===== src/rtl/imm_gen_stage_if.sv =====
// Handshake bundle for imm_gen_stage: instruction input side and immediate result side.
interface imm_gen_stage_if #(
    parameter int XLEN = 32
);
    logic            in_valid;
    logic            in_ready;
    logic [31:0]     in_instr;
    logic            out_valid;
    logic            out_ready;
    logic [XLEN-1:0] out_imm;
    logic [2:0]      out_fmt;
    logic            out_illegal;

    // master: the environment feeding instructions and consuming results
    modport master (
        output in_valid, in_instr, out_ready,
        input  in_ready, out_valid, out_imm, out_fmt, out_illegal
    );

    // slave: the immediate-generator stage itself
    modport slave (
        input  in_valid, in_instr, out_ready,
        output in_ready, out_valid, out_imm, out_fmt, out_illegal
    );
endinterface


===== src/rtl/imm_gen_stage.sv =====
// RISC-V immediate generator: opcode decode and sign-extension to XLEN,
// registered behind a two-entry skid buffer so backpressure never stalls throughput.
module imm_gen_stage #(
    parameter int XLEN = 32
) (
    input logic           clk,
    input logic           rst,
    imm_gen_stage_if.slave bus
);
    typedef enum logic [2:0] {
        FMT_R    = 3'd0,
        FMT_I    = 3'd1,
        FMT_S    = 3'd2,
        FMT_B    = 3'd3,
        FMT_U    = 3'd4,
        FMT_J    = 3'd5,
        FMT_NONE = 3'd7
    } fmt_t;

    logic [31:0]     instr;
    fmt_t            dec_fmt;
    logic            dec_illegal;
    logic [31:0]     imm32;
    logic [XLEN-1:0] dec_imm;

    logic            main_valid;
    logic [XLEN-1:0] main_imm;
    fmt_t            main_fmt;
    logic            main_illegal;

    logic            skid_valid;
    logic [XLEN-1:0] skid_imm;
    fmt_t            skid_fmt;
    logic            skid_illegal;

    logic            accept;
    logic            pop;

    assign instr = bus.in_instr;

    always_comb begin
        dec_fmt     = FMT_NONE;
        dec_illegal = 1'b1;
        case (instr[6:0])
            7'b0000011, 7'b0001111, 7'b0010011, 7'b1100111, 7'b1110011: begin
                dec_fmt     = FMT_I;
                dec_illegal = 1'b0;
            end
            7'b0100011: begin
                dec_fmt     = FMT_S;
                dec_illegal = 1'b0;
            end
            7'b1100011: begin
                dec_fmt     = FMT_B;
                dec_illegal = 1'b0;
            end
            7'b0010111, 7'b0110111: begin
                dec_fmt     = FMT_U;
                dec_illegal = 1'b0;
            end
            7'b1101111: begin
                dec_fmt     = FMT_J;
                dec_illegal = 1'b0;
            end
            7'b0110011: begin
                dec_fmt     = FMT_R;
                dec_illegal = 1'b0;
            end
            default: ;
        endcase
    end

    // Every format is first sign-extended to 32 bits; the final cast widens to XLEN.
    always_comb begin
        imm32 = '0;
        case (dec_fmt)
            FMT_I: imm32 = {{20{instr[31]}}, instr[31:20]};
            FMT_S: imm32 = {{20{instr[31]}}, instr[31:25], instr[11:7]};
            FMT_B: imm32 = {{19{instr[31]}}, instr[31], instr[7], instr[30:25], instr[11:8], 1'b0};
            FMT_U: imm32 = {instr[31:12], 12'b0};
            FMT_J: imm32 = {{11{instr[31]}}, instr[31], instr[19:12], instr[20], instr[30:21], 1'b0};
            default: imm32 = '0;
        endcase
    end

    assign dec_imm = XLEN'($signed(imm32));

    assign accept = bus.in_valid & ~skid_valid;
    assign pop    = main_valid & bus.out_ready;

    always_ff @(posedge clk or posedge rst) begin
        if (rst) begin
            main_valid   <= 1'b0;
            main_imm     <= '0;
            main_fmt     <= FMT_NONE;
            main_illegal <= 1'b0;
            skid_valid   <= 1'b0;
            skid_imm     <= '0;
            skid_fmt     <= FMT_NONE;
            skid_illegal <= 1'b0;
        end else if (pop && skid_valid) begin
            // in_ready is low while the skid is full, so no accept can collide here
            main_valid   <= 1'b1;
            main_imm     <= skid_imm;
            main_fmt     <= skid_fmt;
            main_illegal <= skid_illegal;
            skid_valid   <= 1'b0;
        end else if (!main_valid || pop) begin
            main_valid <= accept;
            if (accept) begin
                main_imm     <= dec_imm;
                main_fmt     <= dec_fmt;
                main_illegal <= dec_illegal;
            end
        end else if (accept) begin
            skid_valid   <= 1'b1;
            skid_imm     <= dec_imm;
            skid_fmt     <= dec_fmt;
            skid_illegal <= dec_illegal;
        end
    end

    assign bus.in_ready    = ~skid_valid;
    assign bus.out_valid   = main_valid;
    assign bus.out_imm     = main_imm;
    assign bus.out_fmt     = main_fmt;
    assign bus.out_illegal = main_illegal;
endmodule


===== src/flat_wrapper.sv =====
// flat-port wrapper written by rule: the top's interface ports become plain ports
module imm_gen_stage_flat 
#(
    parameter int XLEN = 32
)
  (clk, rst, bus_in_valid, bus_in_instr, bus_out_ready, bus_in_ready, bus_out_valid, bus_out_imm, bus_out_fmt, bus_out_illegal);
  imm_gen_stage_if #(.XLEN(XLEN)) bus_i ();
  input logic clk;
  input logic rst;
  input wire logic [$bits(bus_i.in_valid)-1:0] bus_in_valid;
  input wire logic [$bits(bus_i.in_instr)-1:0] bus_in_instr;
  input wire logic [$bits(bus_i.out_ready)-1:0] bus_out_ready;
  output wire logic [$bits(bus_i.in_ready)-1:0] bus_in_ready;
  output wire logic [$bits(bus_i.out_valid)-1:0] bus_out_valid;
  output wire logic [$bits(bus_i.out_imm)-1:0] bus_out_imm;
  output wire logic [$bits(bus_i.out_fmt)-1:0] bus_out_fmt;
  output wire logic [$bits(bus_i.out_illegal)-1:0] bus_out_illegal;
  assign bus_i.in_valid = bus_in_valid;
  assign bus_i.in_instr = bus_in_instr;
  assign bus_i.out_ready = bus_out_ready;
  assign bus_in_ready = bus_i.in_ready;
  assign bus_out_valid = bus_i.out_valid;
  assign bus_out_imm = bus_i.out_imm;
  assign bus_out_fmt = bus_i.out_fmt;
  assign bus_out_illegal = bus_i.out_illegal;
  imm_gen_stage #(.XLEN(XLEN)) u_core (.clk(clk), .rst(rst), .bus(bus_i));
endmodule

===== config.mk =====
export PLATFORM = sky130hd
export DESIGN_NAME = imm_gen_stage_flat
export DESIGN_NICKNAME = d
export VERILOG_FILES = /design/src/rtl/imm_gen_stage_if.sv /design/src/rtl/imm_gen_stage.sv /design/src/flat_wrapper.sv
export SDC_FILE = /design/constraint.sdc
export NUM_CORES = 1
export LEC_CHECK = 0
export ABC_AREA = 1
export BUFFER_PORTS_ARGS = -buffer_cell sky130_fd_sc_hd__buf_2
export CAP_MARGIN = 20
export CELL_PAD_IN_SITES_DETAIL_PLACEMENT = 1
export CELL_PAD_IN_SITES_GLOBAL_PLACEMENT = 1
export CORE_MARGIN = 8
export CORE_UTILIZATION = 27
export DETAILED_ROUTE_END_ITERATION = 7
export PLACE_DENSITY_LB_ADDON = 0.1
export REMOVE_ABC_BUFFERS = 1
export SKIP_LAST_GASP = 1
export SLEW_MARGIN = 20
export SYNTH_ARGS = -nofsm -noshare
export SYNTH_HDL_FRONTEND = slang
export SYNTH_SLANG_ARGS = --single-unit

===== constraint.sdc =====
create_clock -name clk -period 6.3 [get_ports clk]
set_input_delay 0.63 -clock clk [delete_from_list [all_inputs] [get_ports clk]]
set_output_delay 0.63 -clock clk [all_outputs]
set_load 0.05 [all_outputs]

==> results.sh <==
export IMPL_criticalPathCategory="reg2reg"
export IMPL_fin_area_mm2=0.004836
export IMPL_die_x_um=139.5
export IMPL_tns_ps=0
export IMPL_reg2reg_from="u_core.skid_valid$_DFFE_PP0P_"
export IMPL_powerDensity_mw_per_mm2=495.6
export IMPL_htree_levels=3
export IMPL_cts_tree="done"
export IMPL_area_growth_pct=17.51
export IMPL_clockBufferDepth=2
export IMPL_maxCapViolCount=0
export IMPL_post_cts_resized=0
export IMPL_crit_start="u_core.skid_valid$_DFFE_PP0P_"
export IMPL_slowest_delay_ps=550
export IMPL_dp_cells=814
export IMPL_fin_crit_sh_pct=43.52
export IMPL_crit_buf_inv=2
export IMPL_vias_per_cell=4.736
export IMPL_row_count=45
export IMPL_dieArea_mm2=0.01945
export IMPL_layout_common_cells="175 x nand2_1, 112 x nor2_1, 74 x nand3_1, 73 x buf_2, 68 x dfrtp_1"
export IMPL_outcome="finished clean"
export IMPL_critPathCaptureType="register"
export IMPL_syn_area_per_cell_um2=7.059
export IMPL_wl_per_cell_um=15.14
export IMPL_grt_max_degree=75
export IMPL_dr_pass1_iters=4
export IMPL_netlist_instances=583
export IMPL_grt_pass1_wl_um=21420
export IMPL_path_delay_family="buffers and inverters"
export IMPL_hpwl_um=8439
export IMPL_die_h_um=139.5
export IMPL_rsz0062_at_grt="false"
export IMPL_postCtsHoldBufs=0
export IMPL_hold_viol=0
export IMPL_antenna_found_initial=0
export IMPL_yosys_warnings=0
export IMPL_root_buffer="clkbuf_16"
export IMPL_fillers=1863
export IMPL_cts_sinks=74
export IMPL_drt_iter0_markers=176
export IMPL_clk_latency_ps=340
export IMPL_final_layout_size_suffix_gt1_share_pct=18.28
export IMPL_stdcell_count=828
export IMPL_core_area_mm2=0.01503
export IMPL_setup_violations=0
export IMPL_post_route_drc_count=0
export IMPL_grt_pass1_vias=4165
export IMPL_path_max_fanout=65
export IMPL_io_buffers=73
export IMPL_post_cts_buffers=0
export IMPL_cts_buffers=9
export IMPL_yosysUniqueCellTypes=25
export IMPL_tightestPinTransition_ps=919.9
export IMPL_slew_viol_final=0
export IMPL_fin_worst_skew_ps=4.478
export IMPL_min_from="u_core.bus.out_fmt[2]$_DFFE_PP1P_"
export IMPL_grt_total_usage_pct=13.61
export IMPL_crit_path_cell_trace="nand3_2 -> buf_4 -> o21ai_0 -> nand2_2 -> buf_4 -> a21oi_1 -> nand2_1 -> nand2_1"
export IMPL_gp_routability_congestion=0.7450
export IMPL_hold_class="reg2reg"
export IMPL_ir_drop_mv=0.1756
export IMPL_relSlewSlack_pct=38.61
export IMPL_netlist_area_mm2=0.004115
export IMPL_clk_pin_slew_ps=60
export IMPL_final_common_cell="nand2_1"
export IMPL_critPathArrivalTime_ps=2970
export IMPL_vias=3921
export IMPL_startpoint_type="register"
export IMPL_fin_crit_ps=2742
export IMPL_power_total_uw=2397
export IMPL_p_leak_uw=0.002746
export IMPL_max_freq_ghz=0.3647
export IMPL_worstPathRequired_ps=6530
export IMPL_io_pins=74
export IMPL_initial_core_util_pct=27.37
export IMPL_finalWirelength_um=12540
export IMPL_ys_ff_latch=74
export IMPL_drtAntennaViolNets=0
export IMPL_overflow=0
export IMPL_nets=673
export IMPL_dpl_instance_area_mm2=0.004581
export IMPL_antenna_cells=0
export IMPL_cp_slowest_cell="buf_4"
export IMPL_seq_area_frac_synth_pct=45.18
through the flow:
| stage | hold slack (ps) | setup WS, ps | util (%) |
|---|---|---|---|
| 6_report | 464.3 | 3558 | 32.17 |
| 5_1_grt | 487.1 | 3243 | 32.17 |
| 4_1_cts | 469.6 | 3478 | 32.14 |
| 3_5_place_dp | 458.4 | 3198 | 30.47 |
| 3_3_place_gp | 458.8 | 3268 | 30.47 |
| 2_1_floorplan | 448.3 | 2502 | - |
metal layers:
metal	GRT usage, %	vias up	part of all wire [%]
met5	0	-	0
li1	-	1968	-
met4	2.946	0	0.84
met1	16.47	1880	48
met3	4.788	9	4.9
met2	22.82	64	46
state kept, by name, summed over array words and instances (netlist names):
signal,count
u_core.skid_fmt,3
u_core.skid_imm,32
u_core.bus.out_valid,1
u_core.bus.out_fmt,3
u_core.skid_illegal,1
u_core.bus.out_illegal,1
u_core.skid_valid,1
u_core.bus.out_imm,32
layout make-up:
| class | instances | area, um2 | share of cell area, % |
|---|---|---|---|
| clock buffers | 11 | 232.7 | 4.812 |
| clock inverters | 3 | 18.77 | 0.3881 |
| inverters | 35 | 132.6 | 2.743 |
| multi-input cells | 440 | 1958 | 40.49 |
| flip-flops and latches | 74 | 1859 | 38.45 |
| well taps | 188 | 235.2 | 4.864 |
| repair buffers | 77 | 399.1 | 8.254 |
Yosys cell counts, drive strengths merged:
cell type | instances | area, um2
o21ai | 12 | 60.05
a21oi | 19 | 95.09
nor2 | 119 | 481.7
inv | 34 | 127.6
buf | 19 | 120.1
dfstp | 6 | 157.7
a31oi | 26 | 162.7
nand3 | 77 | 395.4
nor3 | 2 | 21.27
clkinv | 1 | 3.750
clkbuf | 15 | 56.30
nand2 | 183 | 719.4
nand4 | 2 | 12.51
dfrtp | 68 | 1702
logic make-up after synthesis:
family	after synthesis	share of synthesized area (%)
flops	74	45.18
compound gates	57	7.723
buf+inv	69	7.480
simple gates	383	39.62
report_power, final:
group | internal, uW | leakage [uW] | total (uW) | switching [uW]
combinational | 268 | 0.00169 | 1090 | 823
clock | 262 | 0.000125 | 461 | 199
sequential | 723 | 0.000933 | 844 | 121
worst reg2reg max path, stage by stage (launching register included):
cell and delay (ps):
dfrtp_1 440, nand3_2 80, buf_4 550, o21ai_0 310, nand2_2 450, buf_4 550
a21oi_1 110, nand2_1 100, nand2_1 50
final timing paths:
kind                                                       to  slack [ps]  cells past startpoint
setup / recovery           u_core.bus.out_imm[19]$_DFFE_PP0P_        3560                      8
hold / removal              u_core.bus.out_fmt[2]$_DFFE_PP1P_         460                      2
setup reg to reg           u_core.bus.out_imm[19]$_DFFE_PP0P_        3560                      8
hold reg to reg             u_core.bus.out_fmt[2]$_DFFE_PP1P_         460                      2
max in group asynchronous   u_core.bus.out_imm[5]$_DFFE_PP0P_        5320                      3
min in group asynchronous  u_core.bus.out_imm[18]$_DFFE_PP0P_         480                      3
(Power assumes the default switching activity.)
